$ cat config.mk
export PLATFORM = sky130hd
export DESIGN_NAME = alu_psr_seq
export DESIGN_NICKNAME = d
export VERILOG_FILES = /design/src/rtl/alu_pkg.sv /design/src/rtl/alu_core.sv /design/src/rtl/alu_psr_seq.sv
export SDC_FILE = /design/constraint.sdc
export NUM_CORES = 1
export LEC_CHECK = 0
export BUFFER_PORTS_ARGS = -buffer_cell sky130_fd_sc_hd__buf_2
export CAP_MARGIN = 15
export CORE_AREA = 4 4 123 125
export CTS_BUF_LIST = sky130_fd_sc_hd__clkbuf_4
export CTS_CLUSTER_SIZE = 25
export DETAILED_ROUTE_END_ITERATION = 10
export DIE_AREA = 0 0 127 129
export PLACE_DENSITY = 0.71
export RECOVER_POWER = 25
export SETUP_SLACK_MARGIN = 0.4
export SLEW_MARGIN = 10
export SYNTH_ARGS = -nofsm -noshare
export SYNTH_HDL_FRONTEND = slang
export SYNTH_SLANG_ARGS = --single-unit
$ cat constraint.sdc
create_clock -name CLK -period 2.8 [get_ports CLK]
set_input_delay 0.42 -clock CLK [delete_from_list [all_inputs] [get_ports CLK]]
set_output_delay 0.42 -clock CLK [all_outputs]
set_load 0.02 [all_outputs]
$ cat src/rtl/alu_pkg.sv
// Shared definitions for the ALU/PSR unit: one-hot op bit positions, PSR
// flag bit positions, FSM state encodings and the per-op flag-update masks.
package alu_pkg;

  // alu_sel bit positions (one-hot)
  localparam int OP_W   = 7;
  localparam int OP_MUL = 6;
  localparam int OP_ADD = 5;
  localparam int OP_SUB = 4;
  localparam int OP_CMP = 3;
  localparam int OP_AND = 2;
  localparam int OP_OR  = 1;
  localparam int OP_XOR = 0;

  // PSR bit positions, {F,L,C,N,Z}
  localparam int FL_W = 5;
  localparam int FL_F = 4;
  localparam int FL_L = 3;
  localparam int FL_C = 2;
  localparam int FL_N = 1;
  localparam int FL_Z = 0;

  // FSM state encodings
  localparam logic [0:0] S_IDLE = 1'b0;
  localparam logic [0:0] S_MUL  = 1'b1;

  // Flag-update masks: a set bit means the op writes that PSR flag
  localparam logic [FL_W-1:0] MASK_ARITH = 5'b11111;
  localparam logic [FL_W-1:0] MASK_LOGIC = 5'b00011;
  localparam logic [FL_W-1:0] MASK_MUL   = 5'b00111;
  localparam logic [FL_W-1:0] MASK_NONE  = 5'b00000;

  function automatic logic [FL_W-1:0] flag_mask(input logic [OP_W-1:0] sel);
    if (sel[OP_MUL])
      return MASK_MUL;
    else if (sel[OP_ADD] || sel[OP_SUB] || sel[OP_CMP])
      return MASK_ARITH;
    else if (sel[OP_AND] || sel[OP_OR] || sel[OP_XOR])
      return MASK_LOGIC;
    else
      return MASK_NONE;
  endfunction

  function automatic logic sel_onehot(input logic [OP_W-1:0] sel);
    return (sel != '0) && ((sel & (sel - 7'd1)) == '0);
  endfunction

endpackage

$ cat src/rtl/alu_core.sv
// Combinational single-cycle ALU datapath (ADD, SUB, CMP, AND, OR, XOR).
// Ports:
//   a, b    : WIDTH-bit operands
//   sel     : one-hot op select, bits [OP_ADD:0] of alu_sel (MUL is not handled here)
//   result  : WIDTH-bit result (for CMP this is A-B, used only for flags)
//   flags   : raw {F,L,C,N,Z} for this result; the caller applies the update mask
module alu_core
  import alu_pkg::*;
#(
  parameter int WIDTH = 16
) (
  input  logic [WIDTH-1:0]  a,
  input  logic [WIDTH-1:0]  b,
  input  logic [OP_ADD:0]   sel,
  output logic [WIDTH-1:0]  result,
  output logic [FL_W-1:0]   flags
);

  logic [WIDTH:0] sum;
  logic [WIDTH:0] diff;
  logic           carry;
  logic           ovf;
  logic           lt;

  always_comb begin
    sum    = {1'b0, a} + {1'b0, b};
    // Top bit of the widened difference is the borrow out
    diff   = {1'b0, a} - {1'b0, b};
    lt     = $signed(a) < $signed(b);
    result = '0;
    carry  = 1'b0;
    ovf    = 1'b0;
    if (sel[OP_ADD]) begin
      result = sum[WIDTH-1:0];
      carry  = sum[WIDTH];
      ovf    = (a[WIDTH-1] == b[WIDTH-1]) && (sum[WIDTH-1] != a[WIDTH-1]);
    end else if (sel[OP_SUB] || sel[OP_CMP]) begin
      result = diff[WIDTH-1:0];
      carry  = diff[WIDTH];
      ovf    = (a[WIDTH-1] != b[WIDTH-1]) && (diff[WIDTH-1] != a[WIDTH-1]);
    end else if (sel[OP_AND]) begin
      result = a & b;
    end else if (sel[OP_OR]) begin
      result = a | b;
    end else if (sel[OP_XOR]) begin
      result = a ^ b;
    end
    flags = {ovf, lt, carry, result[WIDTH-1], result == '0};
  end

endmodule

$ cat src/rtl/alu_psr_seq.sv
// Handshaked ALU + PSR unit between register-file read and writeback.
// Single-cycle ops complete at the accept edge; MUL is an iterative
// shift-add multiply taking WIDTH cycles, during which in_ready is low.
// Ports:
//   CLK, RESETn     : clock (rising edge), asynchronous active-low reset
//   in_valid/ready  : issue handshake; ready only in IDLE
//   A, B, alu_sel   : operands and one-hot op, captured at accept
//   out, out_valid  : registered result and 1-cycle completion pulse
//   illegal         : 1-cycle pulse for a non-one-hot (or disabled MUL) op
//   psr_wr, psr_din : software PSR load, overrides any same-edge flag update
//   flag_out        : PSR {F,L,C,N,Z}
module alu_psr_seq
  import alu_pkg::*;
#(
  parameter int WIDTH  = 16,
  parameter int MUL_EN = 1
) (
  input  logic              CLK,
  input  logic              RESETn,
  input  logic              in_valid,
  output logic              in_ready,
  input  logic [WIDTH-1:0]  A,
  input  logic [WIDTH-1:0]  B,
  input  logic [OP_W-1:0]   alu_sel,
  output logic [WIDTH-1:0]  out,
  output logic              out_valid,
  output logic              illegal,
  input  logic              psr_wr,
  input  logic [FL_W-1:0]   psr_din,
  output logic [FL_W-1:0]   flag_out
);

  localparam int              CW   = $clog2(WIDTH);
  localparam logic [CW-1:0]   LAST = CW'(WIDTH - 1);

  logic [0:0]       state;
  logic [CW-1:0]    cnt;
  logic [WIDTH-1:0] mul_a;
  logic [WIDTH-1:0] mul_hi;
  logic [WIDTH-1:0] mul_lo;

  logic [WIDTH-1:0] core_result;
  logic [FL_W-1:0]  core_flags;

  logic             accept;
  logic             sel_bad;
  logic             mul_done;
  logic [WIDTH:0]   step_sum;
  logic [WIDTH-1:0] step_hi;
  logic [WIDTH-1:0] step_lo;
  logic             flag_upd;
  logic [FL_W-1:0]  flag_raw;
  logic [FL_W-1:0]  flag_msk;
  logic [FL_W-1:0]  flag_next;

  alu_core #(.WIDTH(WIDTH)) u_core (
    .a      (A),
    .b      (B),
    .sel    (alu_sel[OP_ADD:0]),
    .result (core_result),
    .flags  (core_flags)
  );

  assign in_ready = (state == S_IDLE);

  always_comb begin
    accept   = in_valid && in_ready;
    sel_bad  = !sel_onehot(alu_sel) || (alu_sel[OP_MUL] && (MUL_EN == 0));
    // {mul_hi, mul_lo} is the running product; mul_lo's low bit is the
    // next multiplier bit. Each step adds A into the high half and shifts right.
    step_sum = {1'b0, mul_hi} + (mul_lo[0] ? {1'b0, mul_a} : '0);
    step_hi  = step_sum[WIDTH:1];
    step_lo  = {step_sum[0], mul_lo[WIDTH-1:1]};
    mul_done = (state == S_MUL) && (cnt == LAST);

    flag_upd = 1'b0;
    flag_raw = '0;
    flag_msk = '0;
    if (mul_done) begin
      flag_upd = 1'b1;
      flag_raw = {1'b0, 1'b0, step_hi != '0, step_lo[WIDTH-1], step_lo == '0};
      flag_msk = MASK_MUL;
    end else if (accept && !sel_bad && !alu_sel[OP_MUL]) begin
      flag_upd = 1'b1;
      flag_raw = core_flags;
      flag_msk = flag_mask(alu_sel);
    end
    flag_next = (flag_out & ~flag_msk) | (flag_raw & flag_msk);
  end

  always_ff @(posedge CLK or negedge RESETn) begin
    if (!RESETn) begin
      state     <= S_IDLE;
      cnt       <= '0;
      mul_a     <= '0;
      mul_hi    <= '0;
      mul_lo    <= '0;
      out       <= '0;
      out_valid <= 1'b0;
      illegal   <= 1'b0;
      flag_out  <= '0;
    end else begin
      out_valid <= 1'b0;
      illegal   <= 1'b0;

      case (state)
        S_IDLE: begin
          if (accept) begin
            if (sel_bad) begin
              illegal <= 1'b1;
            end else if (alu_sel[OP_MUL]) begin
              state  <= S_MUL;
              cnt    <= '0;
              mul_a  <= A;
              mul_hi <= '0;
              mul_lo <= B;
            end else begin
              if (!alu_sel[OP_CMP])
                out <= core_result;
              out_valid <= 1'b1;
            end
          end
        end
        S_MUL: begin
          mul_hi <= step_hi;
          mul_lo <= step_lo;
          cnt    <= cnt + CW'(1);
          if (mul_done) begin
            out       <= step_lo;
            out_valid <= 1'b1;
            state     <= S_IDLE;
          end
        end
        default: state <= S_IDLE;
      endcase

      if (psr_wr)
        flag_out <= psr_din;
      else if (flag_upd)
        flag_out <= flag_next;
    end
  end

endmodule

; After elaboration in Yosys (flattened, before gate mapping)
; Index checks and enable logic that the tools add are counted.
[totals]
output_inout_bits = 24
mem_count = 0
input_bits = 48
ff_bits = 76
rom_bits = 0
latch_bits = 0
mem_bits_rw = 0
[op_classes]
mux = 52
shift = 0
n_reduce_logical = 22
n_bitwise = 9
n_eq_ne = 11
n_div = 0
n_lt_le_gt_ge = 1
addsub = 5
mul = 0
[op_table]
columns = operator, count
row1 = two-way mux 16 bit, 17
row2 = one-hot mux 16 bit (2 select lines), 3
row3 = two-way mux 5 bit, 8
row4 = adder 16 x 16 -> 17 bit, 2
row5 = logical NOT 16 bit, 2
row6 = two-way mux 1 bit, 17
row7 = subtractor 16 x 16 -> 17 bit, 1
row8 = AND 16 bit, 1
row9 = < comparator 16 bit, 1
row10 = OR 16 bit, 1
row11 = nonzero test 16 bit, 1
row12 = bitwise XOR 16 bit, 1
row13 = two-way mux 4 bit, 3
row14 = AND 5 bit, 2
row15 = "inequality test 2 x 1 -> 1 bit, second input constant", 4
row16 = one-hot mux 4 bit (2 select lines), 1
row17 = AND 7 bit, 1
row18 = logical AND 1 bit, 7
row19 = logical NOT 7 bit, 1
row20 = nonzero test 7 bit, 1
row21 = "subtractor 7 x 1 -> 7 bit, second input constant", 1
row22 = logical OR 1 bit, 5
row23 = NOT 5 bit, 1
row24 = OR 5 bit, 1
row25 = 13 further kinds, 17

; Depth between registers and ports, before layout
; Gate-level depths: netlist of run 1.
[depth]
depth_word = 13
depth_mapped = 14
depth_no_buf = 13

; Modules after synthesis
; A second synthesis of run 1 with hierarchy kept.
[unflattened]
hier_cells = 859
hier_area_um2 = 7084.3
[by_module_without_submodules]
columns = mod, area_each_um2, cells_each, n_inst
row1 = alu_psr_seq, 4411.7, 479, 1
row2 = alu_core, 2672.6, 380, 1

; Worst setup path before layout of run 1
; Ideal clock, no wire load.
[synth_timing]
kind = input to register
startpoint = in A[0]
endpoint = reg with a tool-made name
setup_time_ns = 0.090
arrival_time_ns = 3.245
path_slack_ns = -0.535
cell_stages = 12
cell_sequence = inv_1 -> ha_1 -> fa_1 -> o21ba_1 -> or4_4 -> a21oi_2 -> or2_1 -> o21ai_0 -> a221o_1 -> nand2b_1 -> or4_4 -> o31ai_4
[synth_rtl]
columns = element, line
row1 = "start, declared", alu_psr_seq.sv:22  ; input logic [WIDTH-1:0] A,

==> run_results.csv, run 1 <==
group,metric,value,unit
critical_path,crit_fanout,15,
floorplan,fp.dieH,129,um
cts,cts_sinks,76,
pwr,p_switching,2.02,mW
critical_path,crit_arrival,3.44,ns
grt,grt_pass1_wl,36500,um
synthesis,synth_top_flop_cell,"dfrtp_1",
placement,dp_cells,1263,
sta,finalCritPeriodShare,1.10,
detailed_routing,ant_nets,0,
critical_path,crit_buf_inv,2,
pwr,p_leak,4.53,nW
detailed_routing,postRouteWirelength,22900,um
critical_path,crit_required,3.15,ns
synthesis,synth_enable_flop_cells,0,
sta,setup_viol,3,
grt,grt_pass1_vias,7318,
cells_and_area,fillers,1109,
floorplan,coreArea,13900,um2
detailed_routing,drtIter0Drc,567,
pwr,total_power,4.87,mW
grt,met3_usage,0.0320,
synthesis,syn-num-nets,988,
critical_path,reg2regPathDepth,13,
pwr,seqPwrFrac,0.340,
pwr,power-per-cell-area,497,nW/um2
sta,final_hold_viol_count,0,
critical_path,crit_slowest_cell,"dfrtp_1",
cells_and_area,postLayoutCoreUtil,0.706,
grt,met1_usage,0.369,
pwr,vdd_ir_drop_max,0.272,mV
cells_and_area,multiInputGateArea,5240,um2
placement,place.gp.congestion,0.961,
cells_and_area,areaGrowthSynthToFinish,43.1,%
sta,fin_crit,3.09,ns
critical_path,cpLargestDelayFamily,"compound AO/OA/AOI/OAI gates",
cells_and_area,final_cell_mix,"buf_4 (195), nand2_1 (104), dfrtp_1 (76)",
synthesis,post_synth_instance_area,6850,um2
cells_and_area,drive_gt1_frac,0.384,
cells_and_area,diodes,0,
grt,grt_max_degree,77,
grt,antenna_found_initial,0,
placement,io_buffers,71,
floorplan,die-width,127,um
sta,layout_setup_ws,-0.287,ns
critical_path,cp_cell_sequence,"buf_6, and2_1, ha_1, o21ai_2, o21ai_1, a311o_1, buf_4, nand2_1, a221oi_4, nor4_2, and4_1, o31a_1, o41ai_1",
hold_path,worstHoldPathCells,2,
cts,tritoncts,"yes",
critical_path,cpPeakStageDelay,0.43,ns
cts,worstSkewPairLatency,0.45,ns
cells_and_area,final_common_cell,"buf_4",
synthesis,synth_cell_types,77,
hold_path,hold_class,"input pin to register",
grt,grt_overflow_total,0,
detailed_routing,route.vias.total,7555,
run_status,violations,"max-capacitance violations, max-slew violations, negative setup slack",
detailed_routing,dr.pass1.iters,6,
floorplan,start_util,0.493,
sta,rsz0062_at_grt,"yes",
cts,cts_root_buffer,"clkbuf_4",
floorplan,die_area,16400,um2
pwr,internal-power,2.85,mW
synthesis,syn_inst,872,
critical_path,worstSetupPathType,"register to register",
cts,numCtsBuffers,9,
cts,hold_buffers,0,
detailed_routing,drc_errors,0,
synthesis,synth-seq-cells,76,
sta,finClkSkew,0.0155,ns
cts,clock_path_buffers,2,
pwr,p_comb_frac,0.510,
cells_and_area,finalNonFillerCells,1296,
sta,setup_tns,-0.408,ns
critical_path,r2r_slack,-0.29,ns
pwr,p_clk_frac,0.151,
placement,postPlaceCellArea,8950,um2
placement,hpwl,17100,um
cells_and_area,ff_latch_area,1900,um2
sta,worstMarginPinSlew,1.88,ns
grt,met2_usage,0.472,
sta,fmax,324,MHz
critical_path,r2r_start,"mul_lo[0]",
sta,drv_slew,77,
floorplan,io_pins,72,
synthesis,syn_avg_cell_area,7.85,um2
cts,htreeDepth,3,
pwr,p_sw_frac,0.414,
floorplan,fp-row-count,43,
hold_path,timing.hold.worst.start,"psr_din[1]",
flow_run,maxCapViolCount,1,
sta,hold_slack,0.190,ns
cts,clkTransAtPathRegs,0.14,ns
run_status,outcome,"finished with violations",
cells_and_area,final_area,9800,um2
placement,pre_cts_slack,-0.705,ns
synthesis,synth_seq_area_share,0.278,
sta,slew_headroom,-0.256,
critical_path,startpoint,"mul_lo[0]",
synthesis,ys_warn_count,0,
synthesis,async_reset_ff_frac,1.00,
critical_path,endpoint_kind,"register",
detailed_routing,viasPerCell,5.83,
detailed_routing,post_drt_wl_per_cell,17.7,um
grt,grt_busiest_layer,"met2",
grt,grtUsageTotal,0.276,
critical_path,cp-start-kind,"register",
cells_and_area,nets,1227,
[worst max-delay path by stage]
stage	to	slack, ns	cells after the start
finish	register	-0.29	13
global placement	register	-0.69	13
floorplan	register	-0.39	12
detailed placement	register	-0.70	13
global route	register	-0.41	14
CTS	register	-0.28	11
[registers in the layout, summed over array words and instances (netlist names), named ones only]
register and cells:
illegal 1, mul_lo 16, cnt 4, mul_a 16, mul_hi 16, state 1
out_valid 1, out 16
[synth_stat cells (8+ instances only)]
cell	n	area share
nand2_1	108	0.059
dfrtp_1	76	0.28
a21oi_1	70	0.051
ha_1	65	0.12
o21ai_0	65	0.047
nor2_1	62	0.034
inv_1	56	0.031
clkbuf_1	41	0.022
a211oi_1	20	0.022
nor3_1	20	0.015
and2_1	18	0.016
o21ai_1	18	0.013
nand3_1	16	0.012
xnor2_1	16	0.020
a31oi_1	15	0.014
nor2b_1	10	0.0091
o31ai_1	10	0.011
a21o_1	9	0.0099
nand2b_1	8	0.0073
nor4_1	8	0.0073
o21a_1	8	0.0088
[cell type report]
type,instances,area share
clock inverters,7,0.00843
clock buffers,9,0.00689
multi-input cells,682,0.534
flip-flops and latches,76,0.194
inverters,63,0.0280
well taps,180,0.0230
repair buffers,279,0.206
[metal layers]
metal  vias to the layer above  part of all wire  routed length [um]
li1                       3625                 -                   -
met1                      3567              0.43                9850
met2                       299              0.48               11000
met3                        64             0.060                1370
met4                         0             0.029                 675
met5                         -                 0                   0
[repair_timing]
item / 4_1_cts / 5_1_grt
endpoints found under the hold margin: 0 / 0
setup buffers: 7 / 10
gates resized for setup: 83 / 36
endpoints found under the setup margin: 21 / 21
pin swaps: 30 / 16
[power groups by stage]
| stage | registers, mW | clock network (mW) | logic, mW |
|---|---|---|---|
| after floorplan | 1.72 | 0 | 1.22 |
| after global placement | 1.66 | 0 | 2.14 |
| after detailed placement | 1.67 | 0 | 2.19 |
| after CTS | 1.65 | 0.745 | 2.35 |
| after global routing | 1.69 | 0.792 | 2.70 |
| final | 1.65 | 0.735 | 2.48 |
[kinds of logic after synthesis]
kind of cell / synth area share
adders and majority gates: 0.128
DFF: 0.278
xor gates and xnor gates: 0.0281
AOI/OAI and AO/OA: 0.289
muxes: 0.0144
buffers and inverters: 0.0649
and+or+nand+nor: 0.199
No activity file was read; power rests on OpenSTA's default activity.
==> run 2, diff against run 1 <==
--- a/config.mk
+++ b/config.mk
@@ -7,12 +7,12 @@
 export LEC_CHECK = 0
 export BUFFER_PORTS_ARGS = -buffer_cell sky130_fd_sc_hd__buf_2
 export CAP_MARGIN = 15
-export CORE_AREA = 4 4 123 125
+export CORE_AREA = 4 4 116 118
 export CTS_BUF_LIST = sky130_fd_sc_hd__clkbuf_4
 export CTS_CLUSTER_SIZE = 25
 export DETAILED_ROUTE_END_ITERATION = 10
-export DIE_AREA = 0 0 127 129
-export PLACE_DENSITY = 0.71
+export DIE_AREA = 0 0 120 122
+export PLACE_DENSITY = 0.78
 export RECOVER_POWER = 25
 export SETUP_SLACK_MARGIN = 0.4
 export SLEW_MARGIN = 10
==> run 2 against run 1 <==
  * The flow still finishes with violations (max-capacitance violations, max-slew violations, negative setup slack)
  * Final cell count is 0.54% lower
  * First-iteration DRC count up 46%
  * Largest power group unchanged
  * Sequential share of layout area decreased by 0.56 points
  * Fmax barely moved
  * Register-to-register slack is essentially flat
  * Design area is 3.0% higher
  * Wire length grew 15%
==> run_results.csv, run 2 (synthesized netlist as in run 1, its figures left out) <==
group,metric,value,unit
critical_path,worstSetupPathType,"register to register",
sta,final_hold_viol_count,0,
floorplan,die_area,14600,um2
cts,hold_buffers,0,
sta,setup_viol,3,
placement,io_buffers,71,
run_status,outcome,"finished with violations",
critical_path,r2r_start,"mul_lo[0]",
floorplan,start_util,0.549,
sta,slew_headroom,-0.258,
floorplan,io_pins,72,
pwr,total_power,4.92,mW
grt,grt_pass1_wl,39100,um
hold_path,hold_class,"input pin to register",
sta,fin_crit,3.09,ns
sta,layout_setup_ws,-0.286,ns
cells_and_area,ff_latch_area,1900,um2
critical_path,cp_cell_sequence,"buf_6, and2_4, ha_4, or4_4, a311o_1, a21oi_2, xnor2_2, nor4_2, and4_1, o31a_1, o41ai_1",
cts,tritoncts,"yes",
floorplan,die-width,120,um
detailed_routing,drc_errors,0,
hold_path,worstHoldPathCells,3,
cells_and_area,final_common_cell,"buf_4",
floorplan,coreArea,12500,um2
detailed_routing,ant_nets,0,
detailed_routing,postRouteWirelength,26200,um
critical_path,crit_slowest_cell,"or4_4",
grt,grt_pass1_vias,7765,
detailed_routing,post_drt_wl_per_cell,20.3,um
cells_and_area,multiInputGateArea,5480,um2
pwr,power-per-cell-area,487,nW/um2
cts,clock_path_buffers,2,
cts,cts_root_buffer,"clkbuf_4",
critical_path,crit_required,3.13,ns
placement,hpwl,17100,um
cts,htreeDepth,3,
critical_path,crit_fanout,13,
detailed_routing,dr.pass1.iters,8,
critical_path,cpPeakStageDelay,0.51,ns
detailed_routing,drtIter0Drc,828,
hold_path,timing.hold.worst.start,"psr_din[4]",
cells_and_area,nets,1230,
sta,worstMarginPinSlew,1.89,ns
run_status,violations,"max-capacitance violations, max-slew violations, negative setup slack",
cts,numCtsBuffers,9,
grt,antenna_found_initial,0,
cts,cts_sinks,76,
flow_run,maxCapViolCount,1,
cells_and_area,fillers,806,
detailed_routing,route.vias.total,8047,
grt,grt_overflow_total,0,
cells_and_area,areaGrowthSynthToFinish,47.4,%
critical_path,r2r_slack,-0.29,ns
sta,finalCritPeriodShare,1.10,
detailed_routing,viasPerCell,6.24,
cts,worstSkewPairLatency,0.44,ns
sta,rsz0062_at_grt,"yes",
grt,grtUsageTotal,0.335,
pwr,p_leak,4.57,nW
placement,place.gp.congestion,0.973,
floorplan,fp-row-count,41,
sta,drv_slew,77,
critical_path,endpoint_kind,"register",
grt,grt_max_degree,77,
cells_and_area,postLayoutCoreUtil,0.810,
cells_and_area,final_cell_mix,"buf_4 (194), nand2_1 (101), dfrtp_1 (76)",
critical_path,cp-start-kind,"register",
cells_and_area,diodes,0,
cts,clkTransAtPathRegs,0.12,ns
sta,fmax,324,MHz
sta,finClkSkew,0.00959,ns
critical_path,reg2regPathDepth,11,
cells_and_area,drive_gt1_frac,0.410,
placement,pre_cts_slack,-0.714,ns
pwr,vdd_ir_drop_max,0.231,mV
critical_path,crit_arrival,3.42,ns
floorplan,fp.dieH,122,um
[run 2: cell count changes in the layout (fill, tap and decap cells not counted), moves of 4 or more]
cell	change
buf_6	+8
inv_1	-5
ha_1	-5
ha_4	+8
buf_2	-4
[run 2: where the power goes]
group	switching [mW]	internal, mW	total, mW
Clock	0.378	0.189	0.567
Sequential	0.267	1.41	1.67
Combinational	1.44	1.23	2.67
Total	2.08	2.83	4.92
[run 2: through the flow]
step	std cells	setup TNS, ns	hold WS (ns)	cell area (um2)
2_1_floorplan	872	-0.471	0.124	7160
3_3_place_gp	1247	-3.77	0.454	8880
3_5_place_dp	1247	-4.61	0.466	8880
4_1_cts	1279	-0.290	0.150	9750
5_1_grt	1289	-0.673	0.170	10100
6_report	1289	-0.446	0.191	10100
[run 2: layout make-up]
| type | instances | share of cell area |
|---|---|---|
| flip-flops and latches | 76 | 0.188 |
| clock inverters | 3 | 0.00161 |
| inverters | 63 | 0.0299 |
| clock buffers | 11 | 0.00818 |
| well taps | 172 | 0.0213 |
| multi-input cells | 682 | 0.543 |
| repair buffers | 282 | 0.208 |
[run 2: layer usage]
metal	part of all wire	GRT usage
met1	0.39	0.419
met2	0.48	0.565
met3	0.079	0.0580
met4	0.053	0.157
met5	0	0
[run 2: worst max path at each step]
stage	startpoint	end	cells after the start
final	mul_lo[0]	register	11
after global routing	mul_lo[0]	register	13
after CTS	mul_lo[0]	register	13
after detailed placement	A[0]	register	13
after global placement	A[0]	register	13
after floorplan	A[0]	register	12
[run 2: what timing repair did]
action	in CTS	in global routing
setup endpoints to repair	21	30
buffers inserted	18	10
hold endpoints to repair	0	0
pin swaps	54	19
gates resized for setup	137	57
[run 2: critical path: cells and delay by family, from the launching register on]
family                     cells  cell delay, ns
and+or+nand+nor                4            1.32
AOI/OAI and AO/OA              4            0.77
DFF                            1            0.41
adders and majority gates      1            0.21
buffers and inverters          1            0.16
xor gates and xnor gates       1            0.12
